==> src/rtl/usb_arb_pkg.sv <==
// usb_arb_pkg: shared types and the round-robin search helper for the USB frame arbiter
package usb_arb_pkg;
  localparam int MAX_SRC = 8;
  typedef logic [7:0] byte_t;
  typedef struct packed {
    logic  last;
    byte_t data;
  } fifo_word_t;
  typedef enum logic [1:0] {IDLE, SEND, GAP} arb_state_t;
  // First requester after 'last' walking upward modulo n; returns 'last' when nobody requests.
  // Walking k downward lets the nearest candidate overwrite the farther ones.
  function automatic int rr_next(input logic [MAX_SRC-1:0] req, input int last, input int n);
    int sel;
    int idx;
    sel = last;
    for (int k = MAX_SRC; k >= 1; k--) begin
      idx = (last + k) % n;
      if (k <= n && req[idx[2:0]]) sel = idx;
    end
    return sel;
  endfunction
endpackage

==> src/rtl/ble_src_fifo.sv <==
// ble_src_fifo: per-source store-and-forward FIFO of {last, data} words with a complete-packet counter
module ble_src_fifo
  import usb_arb_pkg::*;
#(
  parameter int FIFO_DEPTH = 64,
  localparam int AW = $clog2(FIFO_DEPTH),
  localparam int CW = AW + 1
) (
  input  logic          clk_i,
  input  logic          rst_i,
  input  logic          wr_i,
  input  logic [8:0]    wr_word_i,
  input  logic          rd_i,
  output logic [8:0]    rd_word_o,
  output logic          full_o,
  output logic          empty_o,
  output logic [CW-1:0] pkt_cnt_o
);
  fifo_word_t    r_mem [FIFO_DEPTH];
  logic [AW-1:0] r_wr_ptr, r_rd_ptr;
  logic [CW-1:0] r_cnt, r_pkt;
  fifo_word_t    w_wr_word, w_rd_word;
  assign w_wr_word = wr_word_i;
  assign w_rd_word = r_mem[r_rd_ptr];
  assign rd_word_o = w_rd_word;
  assign full_o    = r_cnt == CW'(FIFO_DEPTH);
  assign empty_o   = r_cnt == '0;
  assign pkt_cnt_o = r_pkt;
  // storage array, no reset needed since occupancy is tracked separately
  always_ff @(posedge clk_i)
    if (wr_i) r_mem[r_wr_ptr] <= w_wr_word;
  // pointers wrap naturally at the power-of-two depth; packet count tracks complete packets held
  always_ff @(posedge clk_i or negedge rst_i)
    if (!rst_i) begin
      r_wr_ptr <= '0;
      r_rd_ptr <= '0;
      r_cnt    <= '0;
      r_pkt    <= '0;
    end else begin
      r_wr_ptr <= r_wr_ptr + AW'(wr_i);
      r_rd_ptr <= r_rd_ptr + AW'(rd_i);
      r_cnt    <= r_cnt + CW'(wr_i) - CW'(rd_i);
      r_pkt    <= r_pkt + CW'(wr_i & w_wr_word.last) - CW'(rd_i & w_rd_word.last);
    end
endmodule

==> src/rtl/usb_frame_arbiter.sv <==
// usb_frame_arbiter: packet-granular round-robin arbiter sharing one USB byte stream between analyzer sources
module usb_frame_arbiter
  import usb_arb_pkg::*;
#(
  parameter int NB_SRC     = 4,
  parameter int FIFO_DEPTH = 64,
  parameter int GAP_CYCLES = 1,
  localparam int GW = $clog2(NB_SRC),
  localparam int CW = $clog2(FIFO_DEPTH) + 1,
  localparam int TW = GAP_CYCLES > 1 ? $clog2(GAP_CYCLES) : 1
) (
  input  logic                  clk_i,
  input  logic                  rst_i,
  input  logic [NB_SRC-1:0]     src_valid_i,
  input  logic [NB_SRC*8-1:0]   src_data_i,
  input  logic [NB_SRC-1:0]     src_last_i,
  output logic [NB_SRC-1:0]     src_ready_o,
  output logic [7:0]            data_o,
  output logic                  valid_o,
  output logic                  frame_o,
  output logic [GW-1:0]         grant_o,
  output logic [NB_SRC-1:0]     ovf_o
);
  arb_state_t        r_state, w_state_n;
  logic [GW-1:0]     r_grant, w_grant_n;
  logic [TW-1:0]     r_gap, w_gap_n;
  byte_t             r_data, w_data_n;
  logic              r_valid, w_valid_n;
  logic              r_frame, w_frame_n;
  logic              r_rdy_en;
  logic [NB_SRC-1:0] r_ovf;
  logic [NB_SRC-1:0] w_full, w_empty, w_elig, w_wr, w_rd;
  logic [8:0]        w_rd_word [NB_SRC];
  logic [CW-1:0]     w_pkt [NB_SRC];
  fifo_word_t        w_cur;
  for (genvar i = 0; i < NB_SRC; i++) begin : g_src
    assign w_wr[i]        = src_valid_i[i] & src_ready_o[i];
    assign w_rd[i]        = (r_state == SEND) && (r_grant == GW'(i)) && !w_empty[i];
    assign src_ready_o[i] = r_rdy_en & (~w_full[i] | w_rd[i]);
    assign w_elig[i]      = (w_pkt[i] != '0) | w_full[i];
    ble_src_fifo #(.FIFO_DEPTH(FIFO_DEPTH)) u_fifo (
      .clk_i     (clk_i),
      .rst_i     (rst_i),
      .wr_i      (w_wr[i]),
      .wr_word_i ({src_last_i[i], src_data_i[i*8 +: 8]}),
      .rd_i      (w_rd[i]),
      .rd_word_o (w_rd_word[i]),
      .full_o    (w_full[i]),
      .empty_o   (w_empty[i]),
      .pkt_cnt_o (w_pkt[i])
    );
  end
  assign w_cur   = w_rd_word[r_grant];
  assign data_o  = r_data;
  assign valid_o = r_valid;
  assign frame_o = r_frame;
  assign grant_o = r_grant;
  assign ovf_o   = r_ovf;
  // next state and next registered outputs; an empty FIFO in SEND keeps the frame open without data
  always_comb begin
    w_state_n = r_state;
    w_grant_n = r_grant;
    w_gap_n   = r_gap;
    w_data_n  = r_data;
    w_valid_n = 1'b0;
    w_frame_n = 1'b0;
    case (r_state)
      IDLE: if (|w_elig) begin
        w_grant_n = GW'(rr_next(MAX_SRC'(w_elig), int'(r_grant), NB_SRC));
        w_state_n = SEND;
      end
      SEND: begin
        w_frame_n = 1'b1;
        if (|w_rd) begin
          w_valid_n = 1'b1;
          w_data_n  = w_cur.data;
          w_state_n = w_cur.last ? GAP : SEND;
          w_gap_n   = '0;
        end
      end
      GAP: begin
        w_gap_n   = (r_gap == TW'(GAP_CYCLES - 1)) ? '0 : r_gap + 1'b1;
        w_state_n = (r_gap == TW'(GAP_CYCLES - 1)) ? IDLE : GAP;
      end
      default: w_state_n = IDLE;
    endcase
  end
  // state, output registers, ready enable after reset and sticky overflow on dropped writes
  always_ff @(posedge clk_i or negedge rst_i)
    if (!rst_i) begin
      r_state  <= IDLE;
      r_grant  <= GW'(NB_SRC - 1);
      r_gap    <= '0;
      r_data   <= '0;
      r_valid  <= 1'b0;
      r_frame  <= 1'b0;
      r_rdy_en <= 1'b0;
      r_ovf    <= '0;
    end else begin
      r_state  <= w_state_n;
      r_grant  <= w_grant_n;
      r_gap    <= w_gap_n;
      r_data   <= w_data_n;
      r_valid  <= w_valid_n;
      r_frame  <= w_frame_n;
      r_rdy_en <= 1'b1;
      r_ovf    <= r_ovf | (src_valid_i & ~src_ready_o);
    end
endmodule

==> config.mk <==
export PLATFORM = sky130hd
export DESIGN_NAME = usb_frame_arbiter
export DESIGN_NICKNAME = d
export VERILOG_FILES = /design/src/rtl/usb_arb_pkg.sv /design/src/rtl/ble_src_fifo.sv /design/src/rtl/usb_frame_arbiter.sv
export SDC_FILE = /design/constraint.sdc
export NUM_CORES = 2
export LEC_CHECK = 0
export CAP_MARGIN = 20
export CORE_MARGIN = 5
export CORE_UTILIZATION = 29
export CTS_CLUSTER_SIZE = 30
export DETAILED_ROUTE_END_ITERATION = 7
export PLACE_DENSITY = 0.45
export SYNTH_ARGS = -nofsm -noshare
export SYNTH_HDL_FRONTEND = slang
export SYNTH_SLANG_ARGS = --single-unit
==> constraint.sdc <==
create_clock -name clk_i -period 3.8 [get_ports clk_i]
set_input_delay 0.57 -clock clk_i [delete_from_list [all_inputs] [get_ports clk_i]]
set_output_delay 0.57 -clock clk_i [all_outputs]
set_load 0.05 [all_outputs]
==> metrics <==
outcome=completed; launch point of the worst path=g_src[0].u_fifo.r_rd_ptr[0]; maxcap violations=0; worst skew pair latency=0.89 ns; Compound-Gate Fraction of Synth Area=3.65%; Pre-antenna DRT Iters=5; Req. time, crit path=4.55 ns; pwr dens=708 nW/µm²; mux contribution to synthesized area=14.6%; Hold Startpoint=src_data_i[25]; Hold Crit Depth=1; final global-route overflow total=0; Synthesized Nets=5066; Final nets=5717; Fillers=31100; first-pass GRT wire length=375000 µm; PortBufs=61; Reg2Reg Depth=10; Post-synth EDFFs=2304; Post-Synth Adder-Cell Area=1.36%; Synth Instances=4924; Setup crit end kind=register; Layout Utilization=34.6%; warnings from Yosys=0; wire per inst=25.7 µm; clk buf depth=4; GRT Total Usage=14.9%; Root Driver=clkbuf_16; largest net degree at the start of global routing=65; die height=586 µm; Cell Rows=211; placed wire-length estimate=168000 µm; H-tree levels=5; Pins Over Slew Limit=0; vias in the first global route=51000; RSZ-0062 raised after global routing=true; Final Hold Fails=0; total detailed-routing wirelength=261000 µm; r2r setup slk=0.09 ns; Layout area overhead=18.9%; clk sink count=2427; Top Ports=62; Placement Cell Area=105000 µm²; Final Wtd Congestion=0.809; minimum clock period=3.71 ns; Netlist Area Pre-Place=96400 µm²; Max Fclk=270 MHz; Num CTS Buffers=277; Critical Path AT=4.45 ns; DIE AREA=344000 µm²; simple-gate share of the synthesized area=2.87%; Final Cell Area=115000 µm²; total number of vias=49000; fin crit share=97.6%; Seq cells post-synth=2427; initial antenna violation count=9; drt first-iter violations=3979; die width=586 µm; Netlist cell types=77; Max Clock Skew=0.0599 ns; Worst slew margin=27.6%; CORE AREA=331000 µm²; final setup fails=0; Avg Inst Size Synth=19.6 µm²; leakage dissipation=37.8 nW; crit path max fanout=26; largest family of logic cells by synthesized area=multiplexers; Async SR Flop Fraction=5.07%; CTS tree=yes; post-synthesis sequential area ratio=75.0%; final routed DRC violation total=0; hold worst-path end=g_src[3].u_fifo.r_mem[0][1]; maximum vdd drop=347 µV; XOR/XNOR Fraction of Synth Area=0.736%; CP Launch Type=register; r2r endpoint=data_o[0]; R2R Path Start=g_src[0].u_fifo.r_rd_ptr[0]; Slew @ Worst Pin=1.08 ns; Vias/cell=4.83; clk slew on worst S/H paths=0.06 ns; fraction of layout cells with a size suffix above 1=27.0%; starting density of the core=29.1%; antenna violation net count after detailed routing=0; Top FF cell, synth=edfxtp_1; HP Class=primary input to register; worst setup path category=register to register
## metrics by stage
step / hold slack [ns] / cells / TNS (ns) / total power, mW / setup WS, ns
2_1_floorplan: 0.274 / 4924 / 0 / 46.8 / 0.00776
3_3_place_gp: 0.461 / 9610 / -0.659 / 55.9 / -0.280
3_5_place_dp: 0.467 / 9612 / -0.645 / 55.9 / -0.266
4_1_cts: 0.0936 / 10100 / 0 / 81.9 / 0.00323
5_1_grt: 0.0643 / 10100 / -0.000534 / 85.1 / -0.000469
6_report: 0.118 / 10200 / 0 / 81.2 / 0.0903
## flip-flops by register name, summed over array words and instances (netlist names)
register,count
g_src.u_fifo.r_cnt,28
g_src.u_fifo.r_mem,2304
frame_o,1
ovf_o,4
valid_o,1
g_src.u_fifo.r_rd_ptr,24
g_src.u_fifo.r_wr_ptr,24
grant_o,2
data_o,8
g_src.u_fifo.pkt_cnt_o,28
r_state,2
r_rdy_en,1
## report_power, final
part / switching [mW] / leakage [nW] / total, mW / internal [mW]
combinational: 13.5 / 11.4 / 24.2 / 10.7
sequential: 0.978 / 22.2 / 31.4 / 30.4
clock: 10.8 / 4.22 / 25.6 / 14.8
total: 25.3 / 37.8 / 81.2 / 55.9
## layout by cell type (no fill, tap or decap), types with 14 or more instances in the layout
cell,instances
edfxtp_1,2304
buf_4,538
mux4_2,438
nor2_1,343
mux2i_1,333
clkbuf_16,288
inv_1,110
dfrtp_1,106
ha_1,89
nand2_1,85
a21oi_1,84
o221ai_1,75
clkbuf_1,68
a221oi_1,57
o21ai_0,54
xnor2_1,52
mux2_2,52
clkinv_2,50
clkinv_1,38
o22ai_1,38
nand3_1,36
buf_2,36
xor2_1,29
a211oi_1,27
nand3b_1,21
clkdlybuf4s50_1,20
buf_12,19
nor2b_1,18
o211ai_1,18
buf_6,17
nand4_1,16
o21ai_1,14
## worst max-delay path by stage
stage	to	depth (start not counted)
after floorplan	g_src[0].u_fifo.r_cnt[6]	18
after detailed placement	data_o[7]	11
after global placement	data_o[7]	11
final	data_o[0]	10
after CTS	g_src[0].u_fifo.pkt_cnt_o[6]	18
after global routing	data_o[5]	10
## routing by layer
metal	up-vias	GRT usage [%]	share of wire, %
li1	21400	-	-
met5	-	0	0.021
met2	1046	24.6	49
met1	26300	20.7	45
met3	316	2.38	4.4
met4	8	3.18	2.0
## layout make-up
type	instances	area (µm²)	share of cell area, %
clock buffers	358	7460	6.51
well taps	4366	5460	4.77
repair buffers	637	5130	4.48
flip-flops and latches	2427	72300	63.1
multi-input cells	2118	22600	19.8
clock inverters	128	1150	1.00
diodes	3	7.51	0.00655
inverters	114	428	0.373
## cells in the mapped netlist, types with 36 or more instances
master	instances	area share [%]
a21oi_1	91	0.47
a221oi_1	60	0.55
buf_1	40	0.16
buf_2	86	0.45
clkbuf_1	101	0.39
dfrtp_1	121	3.1
edfxtp_1	2304	72
ha_1	92	1.2
inv_1	111	0.43
mux2_2	52	0.61
mux2i_1	336	3.5
mux4_2	438	10
nand2_1	86	0.33
nand3_1	36	0.19
nor2_1	345	1.3
o21ai_0	58	0.30
o221ai_1	76	0.69
o22ai_1	38	0.25
xnor2_1	52	0.47
## cells by family after synthesis
| kind of cell | Yosys count |
|---|---|
| AO/OA/AOI/OAI | 494 |
| XOR/XNOR | 81 |
| adder cells (fa/ha/maj) | 100 |
| buffers and inverters | 379 |
| flip-flops | 2427 |
| multiplexers | 837 |
| other | 1 |
| AND/OR/NAND/NOR | 605 |
## timing repair
item	in CTS	in global routing
gates cloned	0	3
hold buffers	2	0
buffers inserted	2	38
endpoints found under the setup margin	6	11
endpoints found under the hold margin	55	0
pin swaps	0	32
gates resized for setup	10	59
## critical path: stages (launching register included)
cell,delay [ns]
dfrtp_4,0.51
buf_4,0.16
clkbuf_16,0.15
buf_4,0.46
mux4_2,0.63
mux4_2,0.49
mux2i_1,0.42
o21ai_0,0.28
mux2i_1,0.20
buf_4,0.17
o2111ai_1,0.11
(Power assumes the default switching activity.)
